## src/rtl/cm_pkg.sv

```systemverilog
`default_nettype none
// +----------------------------------------------------------------------+
// | cm_pkg                                                               |
// | Shared types and helpers for the sorter drain datapath.              |
// | Rev 1.0                                                              |
// +----------------------------------------------------------------------+
package cm_pkg;

    localparam int c_max_dcnt = 64;

    typedef enum logic {
        DRAIN_ASC  = 1'b0,
        DRAIN_DESC = 1'b1
    } t_drain_ord;

    // Next kept index after cur in emit order, or -1 when none remains.
    function automatic int next_keep_idx(
        input logic [c_max_dcnt-1:0] mask,
        input int                    cur,
        input t_drain_ord            desc
    );
        int res;
        res = -1;
        for (int k = 0; k < c_max_dcnt; k++) begin
            if (mask[k]) begin
                if (desc == DRAIN_ASC) begin
                    if ((k > cur) && (res < 0)) begin
                        res = k;
                    end
                end else if (k < cur) begin
                    res = k;
                end
            end
        end
        return res;
    endfunction

endpackage
`default_nettype wire

```

## src/rtl/cm_sort_keep.sv

```systemverilog
`default_nettype none
// +----------------------------------------------------------------------+
// | cm_sort_keep                                                         |
// | Combinational keep-mask generator for adjacent-duplicate removal.    |
// | Rev 1.0                                                              |
// +----------------------------------------------------------------------+
module cm_sort_keep
    import cm_pkg::*;
#(
    parameter int DCNT   = 4,
    parameter int DWIDTH = 8,
    parameter int DESC   = 0,
    parameter int UNIQ   = 0
)(
    input  logic [DCNT*DWIDTH-1:0] i_data,
    output logic [DCNT-1:0]        o_keep
);

    localparam t_drain_ord c_ord = (DESC != 0) ? DRAIN_DESC : DRAIN_ASC;

    for (genvar k = 0; k < DCNT; k++) begin : g_elem
        if (UNIQ == 0) begin : g_all
            assign o_keep[k] = 1'b1;
        end else if (c_ord == DRAIN_ASC) begin : g_asc
            if (k == 0) begin : g_first
                assign o_keep[k] = 1'b1;
            end else begin : g_cmp
                assign o_keep[k] = (i_data[k*DWIDTH +: DWIDTH] != i_data[(k-1)*DWIDTH +: DWIDTH]);
            end
        end else begin : g_desc
            if (k == DCNT-1) begin : g_first
                assign o_keep[k] = 1'b1;
            end else begin : g_cmp
                assign o_keep[k] = (i_data[k*DWIDTH +: DWIDTH] != i_data[(k+1)*DWIDTH +: DWIDTH]);
            end
        end
    end

endmodule
`default_nettype wire

```

## src/rtl/cm_sort_drain.sv

```systemverilog
`default_nettype none
// +----------------------------------------------------------------------+
// | cm_sort_drain                                                        |
// | Buffers whole sorted vectors and serializes them one element/cycle.  |
// | Rev 1.0                                                              |
// +----------------------------------------------------------------------+
module cm_sort_drain
    import cm_pkg::*;
#(
    parameter int DCNT   = 4,
    parameter int DWIDTH = 8,
    parameter int FDEPTH = 2,
    parameter int DESC   = 0,
    parameter int UNIQ   = 0
)(
    input  logic                         i_clk,
    input  logic                         i_rst,
    input  logic                         i_vld,
    input  logic [DCNT*DWIDTH-1:0]       i_data,
    output logic                         o_rdy,
    output logic                         o_ovf,
    output logic [$clog2(FDEPTH+1)-1:0]  o_lvl,
    output logic                         o_vld,
    output logic [DWIDTH-1:0]            o_data,
    output logic [$clog2(DCNT)-1:0]      o_idx,
    output logic                         o_last,
    input  logic                         i_rdy
);

    localparam int c_iw = $clog2(DCNT);
    localparam int c_lw = $clog2(FDEPTH+1);
    localparam int c_pw = (FDEPTH > 1) ? $clog2(FDEPTH) : 1;
    localparam int c_vw = DCNT*DWIDTH;
    localparam t_drain_ord c_ord = (DESC != 0) ? DRAIN_DESC : DRAIN_ASC;
    // The first element in emit order is always kept, so every vector starts here.
    localparam logic [c_iw-1:0] c_first_idx = (c_ord == DRAIN_DESC) ? c_iw'(DCNT-1) : '0;

    localparam logic [0:0] c_st_idle = 1'b0;
    localparam logic [0:0] c_st_emit = 1'b1;

    logic [c_vw-1:0] mem_q  [FDEPTH];
    logic [c_vw-1:0] mem_d  [FDEPTH];
    logic [DCNT-1:0] keep_q [FDEPTH];
    logic [DCNT-1:0] keep_d [FDEPTH];
    logic [c_pw-1:0] wr_ptr_q, wr_ptr_d;
    logic [c_pw-1:0] rd_ptr_q, rd_ptr_d;
    logic [c_lw-1:0] lvl_q, lvl_d;
    logic            ovf_q, ovf_d;
    logic [0:0]      state_q, state_d;
    logic [c_iw-1:0] cur_q, cur_d;

    logic [DCNT-1:0] w_keep;
    logic [c_vw-1:0] w_head_data;
    logic [DCNT-1:0] w_head_keep;
    int              w_nxt;
    logic [c_iw-1:0] w_nxt_idx;
    logic            w_last;
    logic            w_emit;
    logic            w_pop;
    logic            w_rdy;
    logic            w_wr;

    function automatic logic [c_pw-1:0] ptr_inc(input logic [c_pw-1:0] p);
        return (p == c_pw'(FDEPTH-1)) ? '0 : p + c_pw'(1);
    endfunction

    cm_sort_keep #(
        .DCNT   (DCNT),
        .DWIDTH (DWIDTH),
        .DESC   (DESC),
        .UNIQ   (UNIQ)
    ) u_keep (
        .i_data (i_data),
        .o_keep (w_keep)
    );

    always_comb begin
        w_head_data = mem_q[rd_ptr_q];
        w_head_keep = keep_q[rd_ptr_q];
        w_nxt       = next_keep_idx(c_max_dcnt'(w_head_keep), int'(cur_q), c_ord);
        w_nxt_idx   = c_iw'(w_nxt);
        w_last      = (w_nxt < 0);
        w_emit      = (state_q == c_st_emit);
        w_pop       = w_emit && i_rdy && w_last;
        w_rdy       = (lvl_q < c_lw'(FDEPTH)) || w_pop;
        w_wr        = i_vld && w_rdy;
    end

    always_comb begin
        mem_d  = mem_q;
        keep_d = keep_q;
        if (w_wr) begin
            mem_d[wr_ptr_q]  = i_data;
            keep_d[wr_ptr_q] = w_keep;
        end
        wr_ptr_d = w_wr  ? ptr_inc(wr_ptr_q) : wr_ptr_q;
        rd_ptr_d = w_pop ? ptr_inc(rd_ptr_q) : rd_ptr_q;
        case ({w_wr, w_pop})
            2'b10:   lvl_d = lvl_q + c_lw'(1);
            2'b01:   lvl_d = lvl_q - c_lw'(1);
            default: lvl_d = lvl_q;
        endcase
        ovf_d = ovf_q || (i_vld && !w_rdy);
    end

    // Payload slots need no reset; occupancy alone says what is valid.
    always_ff @(posedge i_clk) begin
        mem_q  <= mem_d;
        keep_q <= keep_d;
    end

    always_ff @(posedge i_clk) begin
        if (i_rst) begin
            wr_ptr_q <= '0;
            rd_ptr_q <= '0;
            lvl_q    <= '0;
            ovf_q    <= 1'b0;
        end else begin
            wr_ptr_q <= wr_ptr_d;
            rd_ptr_q <= rd_ptr_d;
            lvl_q    <= lvl_d;
            ovf_q    <= ovf_d;
        end
    end

    always_ff @(posedge i_clk) begin
        if (i_rst) begin
            state_q <= c_st_idle;
            cur_q   <= '0;
        end else begin
            state_q <= state_d;
            cur_q   <= cur_d;
        end
    end

    // Entering EMIT on the write itself gives the one-cycle first-element latency.
    always_comb begin
        state_d = state_q;
        cur_d   = cur_q;
        case (state_q)
            c_st_idle: begin
                if ((lvl_q != '0) || w_wr) begin
                    state_d = c_st_emit;
                    cur_d   = c_first_idx;
                end
            end
            c_st_emit: begin
                if (i_rdy) begin
                    if (!w_last) begin
                        cur_d = w_nxt_idx;
                    end else begin
                        cur_d = c_first_idx;
                        if ((lvl_q == c_lw'(1)) && !w_wr) begin
                            state_d = c_st_idle;
                        end
                    end
                end
            end
            default: begin
                state_d = c_st_idle;
                cur_d   = '0;
            end
        endcase
    end

    always_comb begin
        o_vld  = w_emit;
        o_data = w_emit ? w_head_data[cur_q*DWIDTH +: DWIDTH] : '0;
        o_idx  = w_emit ? cur_q : '0;
        o_last = w_emit && w_last;
        o_rdy  = w_rdy;
        o_ovf  = ovf_q;
        o_lvl  = lvl_q;
    end

endmodule
`default_nettype wire
```

## config.mk

```make
export PLATFORM = sky130hd
export DESIGN_NAME = cm_sort_drain
export DESIGN_NICKNAME = d
export VERILOG_FILES = /design/src/rtl/cm_pkg.sv /design/src/rtl/cm_sort_keep.sv /design/src/rtl/cm_sort_drain.sv
export SDC_FILE = /design/constraint.sdc
export NUM_CORES = 1
export LEC_CHECK = 0
export ABC_AREA = 1
export BUFFER_PORTS_ARGS = -buffer_cell sky130_fd_sc_hd__buf_2
export CAP_MARGIN = 20
export CORE_UTILIZATION = 30
export CTS_BUF_LIST = sky130_fd_sc_hd__clkbuf_4 sky130_fd_sc_hd__clkbuf_8
export DETAILED_ROUTE_END_ITERATION = 10
export PLACE_DENSITY_LB_ADDON = 0.08
export SLEW_MARGIN = 40
export SYNTH_ARGS = -nofsm -noshare
export SYNTH_HDL_FRONTEND = slang
export SYNTH_HIERARCHICAL = 1
export SYNTH_SLANG_ARGS = --single-unit
export TNS_END_PERCENT = 100
```

## constraint.sdc

```tcl
create_clock -name i_clk -period 4.3 [get_ports i_clk]
set_clock_uncertainty 0.1 [all_clocks]
set_input_delay 0.86 -clock i_clk [delete_from_list [all_inputs] [get_ports i_clk]]
set_output_delay 0.86 -clock i_clk [all_outputs]
set_load 0.02 [all_outputs]
```

==> metrics.txt <==
DR iter-0 viols=94; post-layout util=36.6%; Tcrit/Tclk final=between 70% and 80%; port bufs=~50; Pleak=between 1 and 1.5 nW; Slew headroom=between 60% and 70%; Layout Nets=between 300 and 400; CTS Buffer Depth=2; cell area after layout=~0.0038 sq mm; Max Slew Vio Count=0; vias in the first global route=around 2.1k; Worst-path clk slew=about 0.080 ns; Sink Count=between 70 and 80; Worst setup startpoint=rd_ptr_q$_SDFFE_PP0P_; initial antenna violation count=0; setup TNS=0 ns; GPL Wtd Cong=approximately 0.68; VDD IR max=approximately 0.22 mV; postcts setup bufs=0; run status=finished, final reports clean; Die ar.=between 0.01 and 0.015 sq mm; Final min period=about 3.0 ns; io pins=52; synth warn=6; TritonCTS clock tree=yes; via count=roughly 2.1k; CTS root buffer=clkbuf_8; MaxCap Viol Count=0; ratio of cells with drive above 1 in the final layout=around a quarter; area delta synth->final=17.5%; H-tree Lvls=3; core area=~0.010 sq mm; DP Wirelength=approximately 4.3 mm; cell area power density=around 440 mW/mm^2; DIE WIDTH=106 um; CP startpoint kind=flip-flop; Tot GR Track Use=between 10% and 20%; Crit Path Max Fanout=26; clk_lat worst skew=0.34 ns; antenna fix cells=0; setup violators final=0; drt wl/cell=between 10 and 15 um; RSZ-0062 raised after global routing=false; row count=37; total CTS buffers=9; Syn Inst Count=approximately 270; worst hold path class=reg2reg; CP delay by family, top=flip-flops; CTS Hold Bufs=0; Congestion Overflow GR=0; CP max stage delay=between 0.6 and 0.7 ns; commonest non-fill, non-tap cell in the layout=edfxtp_1; hold_sp=o_ovf$_SDFF_PP0_; commonest cells after routing, fill and taps aside=edfxtp_1, nor2_1, buf_2; Post-Place Worst Slack=1.61 ns; synthesized cell area=0.00323 sq mm; Worst R2R Start=rd_ptr_q$_SDFFE_PP0P_; DRT antenna net count=0; drt pass-1 iters=4; initial core utilization=a little under a third; Vias/cell=around 4.5; Max Freq=about 330 MHz; Die Y=approximately 110 um; critical path type=reg2out; syn avg cell area=about 12 sq um; final hold vios=0; Arr. time, crit path=between 2 and 2.5 ns; cts repair resizes=0; first-pass GRT wire length=~11 mm; WP buf/inv=2; Post-DP Area=roughly 0.0036 sq mm; WL final=roughly 6.8 mm; Slowest cell on crit path=dfxtp_1; measured slew at the worst slew-check pin=0.564 ns; sequence of cells on the critical path=buf_4 > nor2_1 > o32ai_1 > nand3_1 > nand2_1 > buf_2; CP required=3.34 ns; post-route DRC violation count=0; fin worst setup slack=between 1 and 1.5 ns; largest net degree at the start of global routing=37; total power draw=roughly 1.7 mW; Worst setup EP type=output port
## per-stage QoR
step	std cells	hold slack [ns]
final	463	0.382
after global routing	463	0.407
after CTS	463	0.396
after detailed placement	447	0.376
after global placement	447	0.348
after floorplan	271	0.382
## area by class of cell
class	instances	area, sq um
Clock buffer	10	131
Clock inverter	6	37.5
Fill cell	1085	6580
Inverter	21	81.3
Multi-Input combinational cell	157	826
Sequential cell	78	2260
Tap cell	136	170
Timing Repair Buffer	55	285
## state kept, by name, summed over array words and instances (netlist names)
signal,cells
o_lvl,2
keep_q,6
o_ovf,1
o_vld,1
wr_ptr_q,1
rd_ptr_q,1
mem_q,64
cur_q,2
## routing by layer
metal	up-vias	part of all wire [%]	GRT usage, %
met3	8	4.1	4.39
met4	0	1.2	3.87
met5	-	0	0
li1	1045	-	-
met2	41	48	21.6
met1	981	47	16.2
## power by group
group	switching [mW]	leakage, nW	internal (mW)
logic	0.177	0.680	0.0902
clock network	0.264	0.0835	0.214
registers	0.0327	0.718	0.907
total	0.474	1.48	1.21
## worst paths after layout
kind	slack [ns]	depth (start not counted)	to
worst min register to register	0.38	1	o_ovf$_SDFF_PP0_
worst max-delay path	1.25	6	o_data[1]
worst min-delay path	0.38	1	o_ovf$_SDFF_PP0_
worst max register to register	1.78	10	mem_q[15]$_DFFE_PP_
No activity file was read; power rests on OpenSTA's default activity.
